[config.mk]
export PLATFORM = sky130hd
export DESIGN_NAME = fc_act_loader_flat
export DESIGN_NICKNAME = d
export VERILOG_FILES = /design/src/rtl/fc_loader_pkg.sv /design/src/rtl/fc_act_loader_if.sv /design/src/rtl/fc_loader_ctrl.sv /design/src/rtl/fc_act_loader.sv /design/src/flat_wrapper.sv
export SDC_FILE = /design/constraint.sdc
export NUM_CORES = 1
export LEC_CHECK = 0
export CORE_AREA = 2 2 407 409
export DETAILED_ROUTE_END_ITERATION = 8
export DIE_AREA = 0 0 409 411
export SYNTH_ARGS = -nofsm -noshare
export SYNTH_HDL_FRONTEND = slang
export SYNTH_SLANG_ARGS = --single-unit
[constraint.sdc]
create_clock -name clk -period 5.8 [get_ports clk]
set_input_delay 0.87 -clock clk [delete_from_list [all_inputs] [get_ports clk]]
set_output_delay 0.87 -clock clk [all_outputs]
set_load 0.02 [all_outputs]
[src/rtl/fc_loader_pkg.sv]
// Shared types and sizing helpers for the fully-connected activation loader.
package fc_loader_pkg;

    typedef enum logic {
        FILL = 1'b0,
        HOLD = 1'b1
    } loader_state_t;

    localparam int FRAME_CNT_W = 16;

    // Index width for an IN-entry frame; never narrower than one bit.
    function automatic int idx_w(input int n);
        return (n > 2) ? $clog2(n) : 1;
    endfunction

endpackage

[src/rtl/fc_act_loader_if.sv]
// Activation stream handshake from the previous layer into the loader.
interface fc_act_loader_if #(
    parameter int WIDTH = 8
);
    logic [WIDTH-1:0] s_data;
    logic             s_valid;
    logic             s_last;
    logic             s_ready;

    modport master (
        output s_data,
        output s_valid,
        output s_last,
        input  s_ready
    );

    modport slave (
        input  s_data,
        input  s_valid,
        input  s_last,
        output s_ready
    );
endinterface

[src/rtl/fc_loader_ctrl.sv]
// FILL/HOLD control: beat index, frame-length checking, frame counter and
// the write strobe for the activation array.
module fc_loader_ctrl
    import fc_loader_pkg::*;
#(
    parameter int IN    = 128,
    parameter int IDX_W = idx_w(IN)
) (
    input  logic                   clk,
    input  logic                   rst_n,
    input  logic                   s_valid,
    input  logic                   s_last,
    output logic                   s_ready,
    output logic                   x_valid,
    input  logic                   x_ready,
    output logic                   len_err,
    output logic [FRAME_CNT_W-1:0] frame_cnt,
    output logic                   wr_en,
    output logic [IDX_W-1:0]       wr_idx
);

    localparam logic [IDX_W-1:0] LAST_IDX = IDX_W'(IN - 1);

    loader_state_t          state_q, state_d;
    logic [IDX_W-1:0]       idx_q, idx_d;
    logic                   len_err_q, len_err_d;
    logic [FRAME_CNT_W-1:0] frame_cnt_q, frame_cnt_d;

    // Ready is forced low while reset is held so nothing upstream sees a
    // handshake before the loader is running.
    assign s_ready   = rst_n && (state_q == FILL);
    assign x_valid   = (state_q == HOLD);
    assign len_err   = len_err_q;
    assign frame_cnt = frame_cnt_q;
    assign wr_idx    = idx_q;

    // NOTE: every signal written here gets a default first, so no path
    // through the case leaves one unassigned and no latch is inferred.
    always_comb begin
        state_d     = state_q;
        idx_d       = idx_q;
        len_err_d   = 1'b0;
        frame_cnt_d = frame_cnt_q;
        wr_en       = 1'b0;

        case (state_q)
            FILL: begin
                if (s_valid) begin
                    wr_en = 1'b1;
                    if (idx_q == LAST_IDX) begin
                        state_d   = HOLD;
                        idx_d     = '0;
                        len_err_d = !s_last;
                    end else if (s_last) begin
                        // Short frame: restart at slot 0, old contents stay.
                        idx_d     = '0;
                        len_err_d = 1'b1;
                    end else begin
                        idx_d = idx_q + 1'b1;
                    end
                end
            end
            HOLD: begin
                if (x_ready) begin
                    state_d     = FILL;
                    frame_cnt_d = frame_cnt_q + 1'b1;
                end
            end
            default: state_d = FILL;
        endcase
    end

    // NOTE: state registers use non-blocking assignments so every flop
    // samples the pre-edge value of its neighbours.
    always_ff @(posedge clk or negedge rst_n) begin
        if (!rst_n) begin
            state_q     <= FILL;
            idx_q       <= '0;
            len_err_q   <= 1'b0;
            frame_cnt_q <= '0;
        end else begin
            state_q     <= state_d;
            idx_q       <= idx_d;
            len_err_q   <= len_err_d;
            frame_cnt_q <= frame_cnt_d;
        end
    end

endmodule

[src/rtl/fc_act_loader.sv]
// Serial-to-parallel activation loader: assembles IN activations into the
// parallel x[] input of a fully-connected layer and holds them until released.
module fc_act_loader
    import fc_loader_pkg::*;
#(
    parameter int WIDTH = 8,
    parameter int IN    = 128
) (
    input  logic                   clk,
    input  logic                   rst_n,
    fc_act_loader_if.slave         s_if,
    output logic [WIDTH-1:0]       x [0:IN-1],
    output logic                   x_valid,
    input  logic                   x_ready,
    output logic                   len_err,
    output logic [FRAME_CNT_W-1:0] frame_cnt
);

    localparam int IDX_W = idx_w(IN);

    logic             s_ready;
    logic             wr_en;
    logic [IDX_W-1:0] wr_idx;
    logic [WIDTH-1:0] x_q [0:IN-1];

    fc_loader_ctrl #(
        .IN    (IN),
        .IDX_W (IDX_W)
    ) u_ctrl (
        .clk       (clk),
        .rst_n     (rst_n),
        .s_valid   (s_if.s_valid),
        .s_last    (s_if.s_last),
        .s_ready   (s_ready),
        .x_valid   (x_valid),
        .x_ready   (x_ready),
        .len_err   (len_err),
        .frame_cnt (frame_cnt),
        .wr_en     (wr_en),
        .wr_idx    (wr_idx)
    );

    assign s_if.s_ready = s_ready;

    // NOTE: the activation array is reset because the layer consumes x
    // combinationally and must see defined zeros out of reset; plain
    // storage memories would normally be left unreset.
    always_ff @(posedge clk or negedge rst_n) begin
        if (!rst_n) begin
            for (int i = 0; i < IN; i++) begin
                x_q[i] <= '0;
            end
        end else if (wr_en) begin
            x_q[wr_idx] <= s_if.s_data;
        end
    end

    assign x = x_q;

endmodule

[src/flat_wrapper.sv]
// flat-port wrapper written by rule: the top's interface ports become plain ports
module fc_act_loader_flat import fc_loader_pkg::*;
#(
    parameter int WIDTH = 8,
    parameter int IN    = 128
)
  (clk, rst_n, x, x_valid, x_ready, len_err, frame_cnt, s_if_s_data, s_if_s_valid, s_if_s_last, s_if_s_ready);
  fc_act_loader_if #(.WIDTH(WIDTH)) s_if_i ();
  input  logic clk;
  input  logic rst_n;
  output logic [WIDTH-1:0] x[0:IN-1];
  output logic x_valid;
  input  logic x_ready;
  output logic len_err;
  output logic [FRAME_CNT_W-1:0] frame_cnt;
  input wire logic [$bits(s_if_i.s_data)-1:0] s_if_s_data;
  input wire logic [$bits(s_if_i.s_valid)-1:0] s_if_s_valid;
  input wire logic [$bits(s_if_i.s_last)-1:0] s_if_s_last;
  output wire logic [$bits(s_if_i.s_ready)-1:0] s_if_s_ready;
  assign s_if_i.s_data = s_if_s_data;
  assign s_if_i.s_valid = s_if_s_valid;
  assign s_if_i.s_last = s_if_s_last;
  assign s_if_s_ready = s_if_i.s_ready;
  fc_act_loader #(.WIDTH(WIDTH), .IN(IN)) u_core (.clk(clk), .rst_n(rst_n), .s_if(s_if_i), .x(x), .x_valid(x_valid), .x_ready(x_ready), .len_err(len_err), .frame_cnt(frame_cnt));
endmodule
# Word level (Yosys, flattened, before mapping)
# Cells that the tools add are included.
# classes
n_reduce_logical	5
n_mux	15
eq_ne	1
addsub	2
n_lt_le_gt_ge	2
n_bitwise	2
# op_table
operator	count
$bwmux 1024	1
$demux 8 s7	1
$add 16x1->16 const B	1
$mux 7	2
$mux 1	9
$ge 8x8->1 const B	1
$lt 8x1->1 const B	1
$mux 8	1
$not 7->8	1
$add 7x1->7 const B	1
$eq 7x7->1 const B	1
$reduce_and 2->1	2
$logic_and 1x1->1	2
$pmux 1 s2	1
$logic_not 1->1	1
$not 1->1	1
# word_totals
elab_cells	159
regBits	1049
in_bits	13
output_inout_bits	1043

# Longest topological paths before layout
# Gate-level depths: netlist of run 1.
# logic_depth
ltp_word	6
ltp_mapped	7
mapped_depth_nobuf	5

# Cells and area by module
# Synthesis of run 1 repeated with hierarchy kept, for this count alone.
# unflattened
cells_unflattened	2474
hier_area_um2	40425.0
# by_module_without_submodules
module	cells_per_inst	area_per_inst_um2	n_inst
fc_act_loader	2366	39283.9	1
fc_loader_ctrl	108	1141.1	1

# Worst setup path before layout of run 1
# OpenSTA, ideal clock, no wires.
# synth_timing
path_kind	input to register
startpoint	input s_if_s_valid
endpoint	register u_core.x_q, in the netlist u_core.x[16]
required_ns	5.675
n_path_buf	2
setup_slack_ns	3.457
arrival_time_ns	2.218
stages	6
setup_ns	0.125
cell_sequence	nor2b_1 -> buf_2 -> nand3_2 -> buf_4 -> nor2_2 -> mux2_2
# synth_between
elab_chain_len	2
# synth_rtl
item	line_no	text
from (decl)	flat_wrapper.sv:17	input wire logic [$bits(s_if_i.s_valid)-1:0] s_if_s_valid;
$mux 1	fc_loader_ctrl.sv:48	if (s_valid) begin
$mux 1	fc_loader_ctrl.sv:46	case (state_q)
to (signal, indexed assignment)	fc_act_loader.sv:54	x_q[wr_idx] <= s_if.s_data;
to (decl)	fc_act_loader.sv:24	logic [WIDTH-1:0] x_q [0:IN-1];
# No other way between the ends.
# A chain may end at the register's enable or synchronous reset.

# Worst setup path after layout of run 1
# layout_timing
startpoint	input rst_n
endpoint	output s_if_s_ready
# layout_between
elab_chain_len	1
# layout_rtl
item	line_no	text
from (decl)	flat_wrapper.sv:10	input logic rst_n;
$logic_and 1x1->1	fc_loader_ctrl.sv:31	assign s_ready = rst_n && (state_q == FILL);
to (decl)	flat_wrapper.sv:19	output wire logic [$bits(s_if_i.s_ready)-1:0] s_if_s_ready;
# No other way between the ends.

==> metrics, run 1 <==
status=complete, no violations; Post-Synth Simple-Gate Area=3.56%; Max Freq=between 200 and 300 MHz; Syn Inst Count=2469; setup TNS=0 ns; Reg area=between 0.02 and 0.03 mm2; router iterations before antenna repair=4; MaxCap Viol Count=0; grt total ovfl=0; setup bufs post-CTS=0; WP data arrival=roughly 2.6 ns; slowest stage delay, CP=just over 0.6 ns; multi-input combinational cell area=roughly 0.013 mm2; Layout fillers=around 16000; CTS Hold Bufs=1; largest net degree at the start of global routing=150; TritonCTS Buffers=approximately 110; std cell rows=149; Util after Layout=a little over a third; Max clock buf depth=3; Sw Ratio=25.0%; P_int=between 10000 and 15000 uW; die area=0.168 mm2; CTS tree=built; DR iter-0 viols=about 1300; largest family of logic cells by synthesized area=multiplexers; Vias per Instance=4.38; clk_skew=a little over 0.04 ns; CP cell instances=dlygate4sd3_1, buf_8, nor2b_1, clkdlybuf4s50_1; Reg power frac=between 40 and 50%; power per cell area=between 200 and 300 mW/mm2; clock-pin slew on the worst setup and hold paths=0.06 ns; Yosys top cell area share=65.5%; Crit. End Element=primary output; M3 GR Usage=roughly 4.4%; Final WS setup=between 2 and 2.5 ns; Die Wd=approximately 410 um; max-slew violations=0; GR Util met1=20.6%; grt met2 use=approximately 28%; DRT Wirelength=about 150 mm; Area growth syn-to-layout=42.6%; maximum vdd drop=between 0.0002 and 0.00025 V; Synth Warn #=0; total track usage=between 15 and 20%; Post-Synth Adder-Cell Area=less than 1%; busiest grt layer=met2; asr flop ratio synth=between 90% and 100%; Root Driver=clkbuf_16; compound-gate portion of the synthesized area=0.175%; routed via count=between 20000 and 30000; DP Wirelength=roughly 100 mm; Syn Nets=about 2500; post-synthesis mux area share=approximately 29%; P_leak=around 0.026 uW; Avg Cell Area, Syn=~16 um2; Clk Latency, worst-skew pair=approximately 0.74 ns; post-synthesis cell area=0.0400 mm2; most frequent cell after synthesis=dfrtp_1; Tmin final=3.46 ns; core area=0.164 mm2; Routed WL per cell=about 25 um; Hold Crit Class=in -> reg; Worst Tran Pin Value=between 1 and 1.5 ns; leading area contributor after synthesis=dfrtp_1; top post-synthesis cells by area=dfrtp_1 (66%), mux2_2 (28%), clkbuf_1 (1.0%), mux2_1 (0.90%), nor2_4 (0.76%); port buffer count=around 1100; first-pass GRT wire length=204 mm; Die Y=approximately 400 um; Post-Synth XOR/XNOR Area=0.394%; Worst path slowest cell=clkdlybuf4s50_1; ratio of cells with drive above 1 in the final layout=between 30% and 40%; sequential share of the synthesized area=65.5%; Rel. slew slack=around 8%; clock tree sinks=1049; unrepaired setup endpoints after global routing=false; Combinational Power Share=under 10%; crit share post-route=between 50% and 60%; gpl congestion=~0.8; vias in the first global route=between 20000 and 30000; CP max FO=34; Clock power frac=45.0%; fin nets=roughly 3600; setup violators final=0; # H-tree levels=3; Commonest cells post-synth=dfrtp_1 (1049), mux2_2 (993), clkbuf_1 (112); Psw=~4200 uW; number of synthesized flops with an enable pin=0; slack of the worst reg-to-reg path=2.56 ns; Req. time, crit path=between 4 and 5 ns; initial antenna violation count=4; synth unique cells=40; Ports=1056; dpl cells=5616; type of origin of the critical path=input port; type of the worst setup path=in -> out; Post-CTS Resized=0; Yosys reg bits=1049; Final Hold Viols=0; commonest register cell after synthesis=dfrtp_1; Routed Antenna Nets=0; Final Non-Filler Cells=roughly 5800; pre-CTS WS=between 1.5 and 2 ns; detailed-route DRC error count=0; starting density of the core=between 20% and 30%
## sequential cells by signal, summed over array words and instances (netlist names)
| register | count |
|---|---|
| u_core.u_ctrl.wr_idx | 7 |
| u_core.x | 1024 |
| u_core.u_ctrl.x_valid | 1 |
| u_core.u_ctrl.frame_cnt | 16 |
| u_core.u_ctrl.len_err | 1 |
## cell usage in the layout (no fill, tap or decap), types with 27 or more instances in the layout
master           count
dfrtp_1           1049
clkdlybuf4s50_1   1046
mux2_2             993
clkbuf_16          116
nand2_1             54
nor2_2              36
buf_4               34
nand2_2             33
mux2_1              32
clkbuf_8            31
nor2_4              27
## layout make-up
cell class,instances,share of cell area (%)
clock buffers,170,5.98
diodes,5,0.0219
flip-flops and latches,1049,46.0
inverters,2,0.0131
multi-input cells,1284,23.2
repair buffers,1093,19.2
clock inverters,38,0.826
well taps,2189,4.80
## worst max-delay path: cells and delay by family
family / cells / cell delay (ns)
buffers and inverters: 3 / 1.49
AND/OR/NAND/NOR: 1 / 0.20
## through the flow
| stage | hold slack [ns] | cell area, um2 | power, uW |
|---|---|---|---|
| detailed placement | 0.474 | 53200 | 9310 |
| CTS | 0.320 | 57100 | 16900 |
| global placement | 0.468 | 53200 | 9290 |
| floorplan | 0.574 | 40000 | 8410 |
| global route | 0.350 | 57100 | 17300 |
| finish | 0.414 | 57100 | 16600 |
## final timing paths
| path | from | endpoint | cells after the start |
|---|---|---|---|
| setup / recovery | rst_n | s_if_s_ready | 4 |
| hold / removal | s_if_s_data[1] | u_core.x[465] | 2 |
| setup reg to reg | u_core.u_ctrl.wr_idx[0] | u_core.x[516] | 4 |
| hold reg to reg | u_core.x[626] | u_core.x[626] | 1 |
| max in group asynchronous | rst_n | u_core.x[584] | 4 |
| min in group asynchronous | rst_n | u_core.x[787] | 2 |
## logic make-up after synthesis
logic type	count (synthesis)
flip-flops	1049
multiplexers	1025
AND/OR/NAND/NOR	228
buffers and inverters	136
XOR/XNOR	18
AO/OA/AOI/OAI	11
adder cells (fa/ha/maj)	2
## power by group through the flow
stage                     combinational [uW]  clock, uW  sequential [uW]
after floorplan                          335          0             8080
after CTS                               1500       7700             7680
after global routing                    1560       8000             7710
after global placement                  1490          0             7800
after detailed placement                1500          0             7810
final                                   1470       7490             7680
## metal layers
layer | part of all wire (%) | wire (um)
met5 | 0 | 0
met4 | 3.7 | 5390
met3 | 6.0 | 8750
met2 | 49 | 71200
met1 | 41 | 60000
(Power assumes the default switching activity.)
==> inputs of run 2 (changes only) <==
--- a/config.mk
+++ b/config.mk
@@ -5,9 +5,9 @@
 export SDC_FILE = /design/constraint.sdc
 export NUM_CORES = 1
 export LEC_CHECK = 0
-export CORE_AREA = 2 2 407 409
+export CORE_AREA = 2 2 411 413
 export DETAILED_ROUTE_END_ITERATION = 8
-export DIE_AREA = 0 0 409 411
+export DIE_AREA = 0 0 413 415
 export SYNTH_ARGS = -nofsm -noshare
 export SYNTH_HDL_FRONTEND = slang
 export SYNTH_SLANG_ARGS = --single-unit
==> constraint.sdc (replaced) <==
create_clock -name clk -period 3.6 [get_ports clk]
set_input_delay 0.54 -clock clk [delete_from_list [all_inputs] [get_ports clk]]
set_output_delay 0.54 -clock clk [all_outputs]
set_load 0.02 [all_outputs]
==> run 2 against run 1 <==
  * Cell area rose by 0.80%
  * Global-route usage rose by 0.32 points
  * Wire length rose by 3.1%
  * Critical endpoint unchanged
  * Largest cell class unchanged
  * Largest power group unchanged
==> metrics, run 2 (synthesis results as in run 1) <==
status=complete, no violations; fin nets=3593 (+0.98%); Routed WL per cell=25.5 um (+2.3%); Root Driver=clkbuf_16; Die Wd=413 um (+0.98%); DR iter-0 viols=1271 (-5.1%); TritonCTS Buffers=115 (+1.8%); vias in the first global route=26500 (+2.1%); cell family with most CP delay=buffers and inverters; P_leak=0.0265 uW (+0.94%); setup violators final=0 (unchanged); Area growth syn-to-layout=43.7%; routed via count=25700 (+0.82%); CTS tree=built; power per cell area=471 mW/mm2 (+62%); Final Hold Viols=0 (unchanged); router iterations before antenna repair=5 (+1); Clock power frac=45.3% (+0.3 points); Clk Latency, worst-skew pair=0.77 ns (+0.03 ns); Worst Tran Pin Value=0.995 ns (-0.377 ns); WP data arrival=2.38 ns (-0.21 ns); Util after Layout=34.5% (-0.31 points); maximum vdd drop=0.000367 V (+56%); clock-pin slew on the worst setup and hold paths=0.06 ns (about the same); Vias per Instance=4.38 (about the same); core area=0.167 mm2 (+1.7%); unrepaired setup endpoints after global routing=false; MaxCap Viol Count=0 (unchanged); number of flip-flops in the largest register=1024 (unchanged); Max Freq=around 340 MHz; gpl congestion=0.802 (+1.9%); commonest cells after routing, fill and taps aside=dfrtp_1 (1049), clkdlybuf4s50_1 (1046), mux2_2 (993); type of the worst setup path=in -> out; max-slew violations=0 (unchanged); Psw=6750 uW (+62%); largest net degree at the start of global routing=145 (-3.3%); Ports=1056 (unchanged); Max clock buf depth=3 (unchanged); CP max FO=33 (-2.9%); port buffer count=1055 (unchanged); CP cell instances=dlygate4sd3_1, buf_8, nor2b_1, clkdlybuf4s50_1; Routed Antenna Nets=0 (unchanged); clock tree sinks=1049 (unchanged); Req. time, crit path=3.06 ns (-1.87 ns); Sw Ratio=24.9% (-0.050 points); # H-tree levels=3 (unchanged); P_int=20300 uW (+63%); starting density of the core=24.0% (-0.41 points); setup TNS=0 ns (unchanged); Reg power frac=45.7% (-0.5 points); Tmin final=roughly 2.9 ns; initial antenna violation count=3 (-1); crit share post-route=around four fifths; Combinational Power Share=9.0% (+0.2 points); die area=0.171 mm2 (+2.0%); ratio of cells with drive above 1 in the final layout=37.2% (+0.62 points); detailed-route DRC error count=0 (unchanged); std cell rows=150 (+0.67%); type of origin of the critical path=input port; leading cell type in the layout, fill and taps excluded=dfrtp_1; Rel. slew slack=33.7% (+26 points); Hold Crit Class=in -> async; Worst path slowest cell=clkdlybuf4s50_1; Crit. End Element=primary output; clk_skew=0.0485 ns (+0.00726 ns); slowest stage delay, CP=0.61 ns (about the same); total track usage=17.0% (+0.32 points); count of buffer and inverter cells on the critical path=3 (unchanged); DRT Wirelength=150 mm (+3.1%); DP Wirelength=106 mm (+4.2%); grt total ovfl=0 (unchanged); Die Y=415 um (+0.97%); first-pass GRT wire length=209 mm (+2.6%)
## run 2: routing by layer
metal / wire (um) / GRT usage [%] / up-vias / part of all wire [%]
li1: - / - / 10900 / -
met1: 61100 / 20.7 / 13700 / 41
met2: 72200 / 27.9 / 804 / 48
met3: 9140 / 4.73 / 276 / 6.1
met4: 7400 / 7.80 / 0 / 4.9
met5: 0 / 0 / - / 0
## run 2: final timing paths
check	from	to	slack, ns	cells after the start
max in group asynchronous	rst_n	u_core.x[123]	1.51	4
hold reg to reg	u_core.u_ctrl.frame_cnt[15]	u_core.u_ctrl.frame_cnt[15]	0.48	1
setup / recovery	rst_n	s_if_s_ready	0.68	4
setup reg to reg	u_core.u_ctrl.wr_idx[5]	u_core.x[528]	0.78	4
min in group clk	s_if_s_data[4]	u_core.x[852]	0.41	2
hold / removal	rst_n	u_core.x[138]	0.36	2
## run 2: stage by stage
| stage | setup slack [ns] | cell area (um2) | instances | hold slack (ns) | power (uW) |
|---|---|---|---|---|---|
| floorplan | 1.53 | 40000 | 2469 | 0.244 | 13600 |
| global placement | 0.298 | 53600 | 5664 | 0.461 | 15100 |
| detailed placement | 0.264 | 53600 | 5664 | 0.470 | 15100 |
| CTS | 0.662 | 57600 | 5876 | 0.284 | 27500 |
| global route | 0.596 | 57600 | 5876 | 0.311 | 28100 |
| finish | 0.680 | 57600 | 5877 | 0.359 | 27100 |
## run 2: layout make-up
| class | instances | area [um2] |
|---|---|---|
| antenna | 1 | 2.50 |
| clock buffer | 172 | 3440 |
| clock inverter | 39 | 514 |
| fill | 16300 | 109000 |
| inverter | 2 | 7.51 |
| multi-input combinational | 1284 | 13200 |
| sequential | 1049 | 26300 |
| tap | 2204 | 2760 |
| timing repair buffer | 1126 | 11300 |
## run 2: power groups by stage
stage	clock, uW	sequential, uW	combinational (uW)
2_1_floorplan	0	13000	540
3_3_place_gp	0	12600	2490
3_5_place_dp	0	12600	2500
4_1_cts	12600	12400	2510
5_1_grt	13100	12400	2610
6_report	12300	12400	2450
## run 2: what timing repair did
action | CTS | global route
hold buffers | 1 | 0
gates resized for setup | 0 | 0
setup buffers | 0 | 0
hold endpoints to repair | 19 | 0
==> inputs of run 3 (changes only) <==
--- a/config.mk
+++ b/config.mk
@@ -5,9 +5,9 @@
 export SDC_FILE = /design/constraint.sdc
 export NUM_CORES = 1
 export LEC_CHECK = 0
-export CORE_AREA = 2 2 411 413
+export CORE_AREA = 2 2 409 411
 export DETAILED_ROUTE_END_ITERATION = 8
-export DIE_AREA = 0 0 413 415
+export DIE_AREA = 0 0 411 413
 export SYNTH_ARGS = -nofsm -noshare
 export SYNTH_HDL_FRONTEND = slang
 export SYNTH_SLANG_ARGS = --single-unit
==> constraint.sdc (replaced) <==
create_clock -name clk -period 2.4 [get_ports clk]
set_input_delay 0.36 -clock clk [delete_from_list [all_inputs] [get_ports clk]]
set_output_delay 0.36 -clock clk [all_outputs]
set_load 0.02 [all_outputs]
==> run 3 against run 2 <==
  * Clock power rose by 44%
  * Global-route usage fell by 0.11 points
  * Cell count rose by 2.0%
  * Clock-buffer cell count rose by 5
  * First-iteration DRC count fell by 3.1%
  * Critical path depth fell by 3
  * Sequential power rose by 49%
  * Core utilization rose by 1.1 points
  * Largest power group unchanged
  * Highest routed layer unchanged
==> metrics, run 3 (synthesis results as in run 1) <==
status=complete, no violations; Final WS setup=0.0670 ns (-0.613 ns); Routed WL per cell=24.8 um (-2.6%); Max Freq=approximately 430 MHz; DRT Wirelength=149 mm (-0.60%); Post-DP Area=0.0552 mm2 (+3.1%); Vias per Instance=4.34 (-0.94%); fin area=0.0591 mm2 (+2.7%); Sw Ratio=25.1% (+0.16 points); DR iter-0 viols=1231 (-3.1%); count of buffer and inverter cells on the critical path=1 (-2); Ports=1056 (unchanged); clock tree sinks=1049 (unchanged); CTS tree=built; initial antenna violation count=2 (-1); clock-pin slew on the worst setup and hold paths=0.06 ns (about the same); number of flip-flops in the largest register=1024 (unchanged); Max clock buf depth=3 (unchanged); die area=0.170 mm2 (-0.96%); grt total ovfl=0 (unchanged); max-slew violations=0 (unchanged); P_leak=0.0273 uW (+2.9%); MaxCap Viol Count=0 (unchanged); P_int=30000 uW (+48%); Util after Layout=35.6% (+1.1 points); router iterations before antenna repair=4 (-1); Rel. slew slack=35.0% (+1.4 points); Clock power frac=44.3% (-1.0 points); fin nets=3707 (+3.2%); starting density of the core=24.1% (+0.11 points); Hold Crit Class=in -> reg; Tmin final=between 2 and 2.5 ns; setup bufs post-CTS=0 (unchanged); grt met2 use=28.3% (+0.46 points); Reg area=0.0263 mm2 (about the same); Final Non-Filler Cells=5996 (+2.0%); DP Wirelength=107 mm (+0.85%); Routed Antenna Nets=0 (unchanged); crit share post-route=between 90 and 100%; total track usage=16.9% (-0.11 points); CP cell instances=clkdlybuf4s50_1; type of the worst setup path=reg -> out; commonest cells after routing, fill and taps aside=dfrtp_1 (1048), clkdlybuf4s50_1 (1043), mux2_2 (993); Clk Latency, worst-skew pair=0.73 ns (-0.04 ns); M3 GR Usage=3.95% (-0.78 points); Area growth syn-to-layout=47.6%; std cell rows=150 (unchanged); dpl cells=5779 (+2.0%); vias in the first global route=26500 (-0.068%); largest net degree at the start of global routing=171 (+18%); port buffer count=1055 (unchanged); unrepaired setup endpoints after global routing=false; TritonCTS Buffers=114 (-0.87%); WP data arrival=1.97 ns (-0.41 ns); multi-input combinational cell area=0.0133 mm2 (about the same); Die Y=413 um (-0.48%); Reg power frac=46.3% (+0.6 points); slowest stage delay, CP=0.72 ns (+0.11 ns); Root Driver=clkbuf_16; # H-tree levels=3 (unchanged); Layout fillers=16100 (-0.94%); Worst path slowest cell=clkdlybuf4s50_1; maximum vdd drop=0.000621 V (+69%); gpl congestion=0.773 (-3.7%); Combinational Power Share=9.4% (+0.4 points); setup violators final=0 (unchanged); clk_skew=0.0411 ns (-0.00743 ns); Crit. End Element=primary output; core area=0.166 mm2 (-0.45%); busiest grt layer=met2; CP max FO=2 (-94%); cell family with most CP delay=buffers and inverters; routed via count=26000 (+1.1%); power per cell area=678 mW/mm2 (+44%); leading cell type in the layout, fill and taps excluded=dfrtp_1; type of origin of the critical path=register; pre-CTS WS=-0.223 ns (-0.487 ns); first-pass GRT wire length=207 mm (-1.0%); Psw=10000 uW (+49%); slack of the worst reg-to-reg path=0.18 ns (-0.60 ns); Req. time, crit path=2.04 ns (-1.02 ns); ratio of cells with drive above 1 in the final layout=39.1% (+1.9 points); Die Wd=411 um (-0.48%); Worst Tran Pin Value=0.975 ns (-0.0204 ns); detailed-route DRC error count=0 (unchanged); GR Util met1=20.9% (+0.17 points); Final Hold Viols=0 (unchanged)
-- run 3: changes by cell type in the layout (fill, tap and decap cells not counted), moves of 2 or more --
cell and change:
buf_4 +52, clkinv_16 +2, clkinvlp_4 -2, clkinv_2 +3, clkbuf_1 +6, inv_8 -2, buf_12 +63, inv_6 +3
dlygate4sd2_1 +3, bufinv_16 -5, clkdlybuf4s50_1 -3, diode_2 +2
-- run 3: final cells by class --
cell class	instances	share of cell area (%)
Antenna cell	3	0.0127
Sequential cell	1049	44.4
Clock buffer	177	5.82
Multi-Input combinational cell	1284	22.4
Tap cell	2204	4.67
Inverter	2	0.0127
Timing Repair Buffer	1241	22.0
Clock inverter	36	0.663
-- run 3: stage by stage --
| stage | power (uW) | hold WS [ns] | TNS (ns) |
|---|---|---|---|
| 6_report | 40100 | 0.0973 | 0 |
| 5_1_grt | 41600 | 0.0502 | 0 |
| 4_1_cts | 40700 | 0.00655 | 0 |
| 3_5_place_dp | 22700 | 0.468 | -47.09 |
| 3_3_place_gp | 22700 | 0.470 | -68.34 |
| 2_1_floorplan | 20300 | 0.0644 | 0 |
-- run 3: repair_timing --
action	CTS	global route
hold endpoints to repair	441	0
resized for setup	6	1
hold buffers	1	0
endpoints found under the setup margin	26	7
-- run 3: final timing paths --
kind	from	endpoint	cells past startpoint
min in group asynchronous	rst_n	u_core.x[32]	3
max reg2reg	u_core.u_ctrl.wr_idx[3]	u_core.x[386]	6
max	u_core.x[906]	x[906]	1
max in group asynchronous	rst_n	u_core.x[705]	4
min	s_if_s_data[0]	u_core.x[96]	2
min reg2reg	u_core.u_ctrl.frame_cnt[15]	u_core.u_ctrl.frame_cnt[15]	1
-- run 3: routing by layer --
layer | wire length, um | part of all wire (%)
met3 | 8250 | 5.5
met2 | 73000 | 49
met1 | 61600 | 41
met5 | 0 | 0
met4 | 6010 | 4.0
-- run 3: power groups by stage --
| stage | clock network, uW | logic (uW) | registers, uW |
|---|---|---|---|
| floorplan | 0 | 810 | 19500 |
| global placement | 0 | 3830 | 18800 |
| detailed placement | 0 | 3850 | 18900 |
| CTS | 18300 | 3860 | 18500 |
| global route | 19000 | 4010 | 18600 |
| finish | 17700 | 3760 | 18500 |
==> RTL edit 1 (config.mk and constraints of run 3) <==
Register the output `frame_cnt`; this adds one clock of latency there. The other outputs are not delayed to match.
--- a/src/rtl/fc_act_loader.sv
+++ b/src/rtl/fc_act_loader.sv
@@ -18,6 +18,8 @@
 
     localparam int IDX_W = idx_w(IN);
 
+    logic [FRAME_CNT_W-1:0] frame_cnt_c;
+
     logic             s_ready;
     logic             wr_en;
     logic [IDX_W-1:0] wr_idx;
@@ -35,7 +37,7 @@
         .x_valid   (x_valid),
         .x_ready   (x_ready),
         .len_err   (len_err),
-        .frame_cnt (frame_cnt),
+        .frame_cnt (frame_cnt_c),
         .wr_en     (wr_en),
         .wr_idx    (wr_idx)
     );
@@ -57,5 +59,9 @@
 
     assign x = x_q;
 
+    always_ff @(posedge clk) begin
+        frame_cnt <= frame_cnt_c;
+    end
+
 endmodule
 
Behaviour: no difference found for any inputs over 4 cycles, from zero or initial values and one cycle with rst_n low; that may be too few to reach the edited logic, so the function may still have changed.
==> RTL edit 1 against run 3 <==
- synthesized area rose by 0.50%
- register-to-register slack got worse by 0.07 ns
- setup slack improved by 0.037 ns
- wire length barely moved
- combinational power barely moved
- sequential cell count rose by 16
- total power rose by 3.5%
- maximum frequency rose by 1.6%
- final area rose by 1.2%
- via count rose by 0.85%
- largest cell class unchanged
- largest power group is now clock
==> RTL edit 1: results (changes against run 3) <==
yosys.area_share.xor_xnor_pct: 0.392  # was 0.394%
syn-num-nets: 2504  # was 2484
holdWs_ns: 0.101  # was 0.0973 ns
grt_pass1_wl_mm: 208  # was 207 mm
nNetsFinal: 3741  # was 3707
dp_cells: 5811  # was 5779
n_fill_cell: 16010  # was 16111
drive_gt1_share_pct: 38.9  # was 39.1%
cts_buffers: 115  # was 114
grt_max_degree: 155  # was 171
r2r-end: "u_core.x[897]$_DFFE_PN0P_"  # was u_core.x[386]$_DFFE_PN0P_
whs_endpoint: "u_core.x[785]$_DFFE_PN0P_"  # was u_core.x[96]$_DFFE_PN0P_
max_slew_margin_pct: 25.4  # was 35.0%
post-place-ws_ns: -0.179  # was -0.223 ns
status: "finished, final reports clean"  # unchanged
ir_worst_vdd_v: 0.000746  # was 0.000621 V
avgSynthCellArea_sq_um: 16.2  # about the same
grt_pass1_vias: 27027  # was 26466
finalWirelength_mm: 149  # about the same
worstHoldStart: "s_if_s_data[1]"  # was s_if_s_data[0]
synth.yosys.seq_area_share_pct: 66.0  # was 65.5%
synthTopCellsByArea: "dfrtp_1, mux2_2, clkbuf_1, nand2_1, dfxtp_1"  # was dfrtp_1, mux2_2, clkbuf_1, mux2_1, nor2_4
place_area_sq_mm: 0.0557  # was 0.0552 sq mm
grtUsageTotal_pct: 17.1  # was 16.9%
synthAdderAreaFrac_pct: 0.0622  # was 0.0625%
synthArstFlopShare_pct: 98.5  # was 100%
place_congestion: 0.780  # was 0.773
clk-insertion-delay-late_ns: 0.77  # was 0.73 ns
dr.pass1.iters: 5  # was 4
synth-compound-area-share_pct: 0.174  # was 0.175%
r2r_setup_slack_ns: 0.11  # was 0.18 ns
dp_hpwl_mm: 107  # about the same
crit_path_end: "x[603]"  # was x[906]
-- RTL edit 1: logic make-up (layout without fill, tap and decap cells) --
kind of cell	Yosys count	in the layout
AND/OR/NAND/NOR	228	228
adder cells (fa/ha/maj)	2	2
XOR/XNOR	18	18
buffers and inverters	140	1472
other	0	6
AO/OA/AOI/OAI	11	11
flip-flops	1065	1065
multiplexers	1025	1025
-- RTL edit 1: where the power goes --
| group | switching [mW] | internal [mW] | total, mW |
|---|---|---|---|
| registers | 0.305 | 18.5 | 18.8 |
| logic | 2.22 | 1.55 | 3.77 |
| clock network | 7.76 | 11.1 | 18.9 |
| total | 10.3 | 31.2 | 41.4 |
-- RTL edit 1: repair_timing --
action	CTS	global route
endpoints found under the hold margin	327	0
resized for setup	18	0
hold buffers	2	0
endpoints found under the setup margin	17	0
-- RTL edit 1: area by class of cell --
cell class	instances	area [sq um]	area share [%]
flip-flops and latches	1065	26600	44.4
well taps	2204	2760	4.61
inverters	1	3.75	0.00627
clock inverters	43	651	1.09
repair buffers	1259	13300	22.2
diodes	6	15.0	0.0251
clock buffers	169	3420	5.72
multi-input cells	1284	13100	22.0
-- RTL edit 1: metal layers --
| metal | up-vias | track usage (%) | wire length, microns |
|---|---|---|---|
| met5 | - | 0 | 16 |
| met4 | 2 | 6.91 | 5500 |
| met3 | 238 | 4.62 | 9420 |
| met2 | 794 | 28.6 | 73600 |
| met1 | 13962 | 20.7 | 60500 |
| li1 | 11220 | - | - |
-- RTL edit 1: worst register-to-register path, cell delays in order, from the launching register on --
cell and delay, ns:
dfrtp_1 0.50, buf_12 0.21, nor4b_4 0.35, and3_1 0.30, nor2b_4 0.26, buf_12 0.17
mux2_2 0.34
==> RTL edit 2 (settings of run 3) <==
Made on the original files. `WIDTH` is set to 8 in 3 places; all go to 7.
--- a/src/rtl/fc_act_loader_if.sv
+++ b/src/rtl/fc_act_loader_if.sv
@@ -1,6 +1,6 @@
 // Activation stream handshake from the previous layer into the loader.
 interface fc_act_loader_if #(
-    parameter int WIDTH = 8
+    parameter int WIDTH = 7
 );
     logic [WIDTH-1:0] s_data;
     logic             s_valid;
--- a/src/rtl/fc_act_loader.sv
+++ b/src/rtl/fc_act_loader.sv
@@ -3,7 +3,7 @@
 module fc_act_loader
     import fc_loader_pkg::*;
 #(
-    parameter int WIDTH = 8,
+    parameter int WIDTH = 7,
     parameter int IN    = 128
 ) (
     input  logic                   clk,
--- a/src/flat_wrapper.sv
+++ b/src/flat_wrapper.sv
@@ -1,7 +1,7 @@
 // flat-port wrapper written by rule: the top's interface ports become plain ports
 module fc_act_loader_flat import fc_loader_pkg::*;
 #(
-    parameter int WIDTH = 8,
+    parameter int WIDTH = 7,
     parameter int IN    = 128
 )
   (clk, rst_n, x, x_valid, x_ready, len_err, frame_cnt, s_if_s_data, s_if_s_valid, s_if_s_last, s_if_s_ready);
Ports: changed (resized s_if_s_data and x); port bits go from 1056 to 927. The function was not compared with the original's and may differ.
==> RTL edit 2 against run 3 <==
- sequential cell count decreased by 128
- setup slack improved by 0.023 ns
- final area decreased by 11%
- total power decreased by 10%
- first-iteration DRC count decreased by 11%
- sequential power decreased by 12%
- wire length decreased by 11%
- synthesized area decreased by 12%
- clock skew increased by 0.012 ns
- register-to-register slack got worse by 0.02 ns
- critical endpoint is now frame_cnt[8]
- highest routed layer is now met5
==> RTL edit 2: results (changes against run 3) <==
status: "finished, final reports clean"  # unchanged
worstHoldStart: "s_if_s_data[1]"  # was s_if_s_data[0]
synth_cell_types: 38  # was 40
place_area_sq_mm: 0.0489  # was 0.0552 sq mm
whs_endpoint: "u_core.x[351]$_DFFE_PN0P_"  # was u_core.x[96]$_DFFE_PN0P_
grt_max_degree: 163  # was 171
dr_wl_met2_mm: 64.7  # was 73.0 mm
grt_util_met2_pct: 25.1  # was 28.3%
syn-num-nets: 2216  # was 2484
r2r_setup_slack_ns: 0.16  # was 0.18 ns
grt_pass1_vias: 23816  # was 26466
synth.yosys.seq_area_share_pct: 65.4  # was 65.5%
pwr-share-seq_pct: 45.2  # was 46.3%
vias: 22999  # was 25996
nNetsFinal: 3305  # was 3707
worstPathArrival_ns: 1.95  # was 1.97 ns
drt_iter0_drc: 1099  # was 1231
holdWs_ns: 0.142  # was 0.0973 ns
met3_usage_pct: 4.13  # was 3.95%
r2r-start: "u_core.u_ctrl.wr_idx[2]$_DFFE_PN0P_"  # was u_core.u_ctrl.wr_idx[3]$_DFFE_PN0P_
tightest_slew_ns: 1.06  # was 0.975 ns
wire_per_inst_microns: 23.8  # was 24.8 microns
met1_length_mm: 55.2  # was 61.6 mm
p_comb_mw: 3.40  # was 3.76 mW
n_fill_cell: 16582  # was 16111
io_buffers: 926  # was 1055
finClkSkew_ns: 0.0529  # was 0.0411 ns
grt_pass1_wl_mm: 185  # was 207 mm
switching_share_pct: 25.4  # was 25.1%
slowest_delay_ns: 0.74  # was 0.72 ns
dp_hpwl_mm: 95.8  # was 107 mm
==> RTL edit 2: final cells by class <==
cell class / instances / area, sq um / share of cell area (%)
clock buffers: 155 / 3040 / 5.80
repair buffers: 1104 / 11400 / 21.7
well taps: 2204 / 2760 / 5.25
multi-input cells: 1158 / 11700 / 22.4
flip-flops and latches: 921 / 23000 / 43.9
diodes: 3 / 7.51 / 0.0143
clock inverters: 37 / 490 / 0.934
inverters: 3 / 11.3 / 0.0214
==> RTL edit 2: stage by stage <==
step,util (%),std cells,setup slack [ns],setup TNS [ns],power [mW]
floorplan,-,2202,0.381,0,17.9
global placement,29.5,5386,-0.113,-4.58,20.0
detailed placement,29.5,5386,-0.144,-12.13,20.0
CTS,31.6,5582,0.00666,0,36.6
global route,31.6,5582,0.0162,0,37.4
finish,31.6,5585,0.0899,0,36.0
==> RTL edit 2: worst max path at each step <==
stage | slack, ns | endpoint | cells past startpoint
2_1_floorplan | 0.38 | u_core.x[112]$_DFFE_PN0P_ | 6
3_3_place_gp | -0.11 | u_core.x[685]$_DFFE_PN0P_ | 7
3_5_place_dp | -0.14 | u_core.x[681]$_DFFE_PN0P_ | 7
4_1_cts | 0.007 | x[738] | 1
5_1_grt | 0.02 | frame_cnt[8] | 1
6_report | 0.09 | frame_cnt[8] | 1
==> RTL edit 2: cell families (layout without fill, tap and decap cells) <==
kind of cell / after synthesis / after routing
AOI/OAI and AO/OA: 11 / 11
xor gates and xnor gates: 18 / 18
adders and majority gates: 2 / 2
buffers and inverters: 123 / 1299
DFF: 921 / 921
muxes: 897 / 897
other: 0 / 3
and+or+nand+nor: 230 / 230
==> RTL edit 2: timing repair <==
action                                  CTS  global route
pin swaps                                 0             0
endpoints found under the setup margin    4            47
gates resized for setup                   4             2
endpoints found under the hold margin   123             0
hold buffers                              4             0
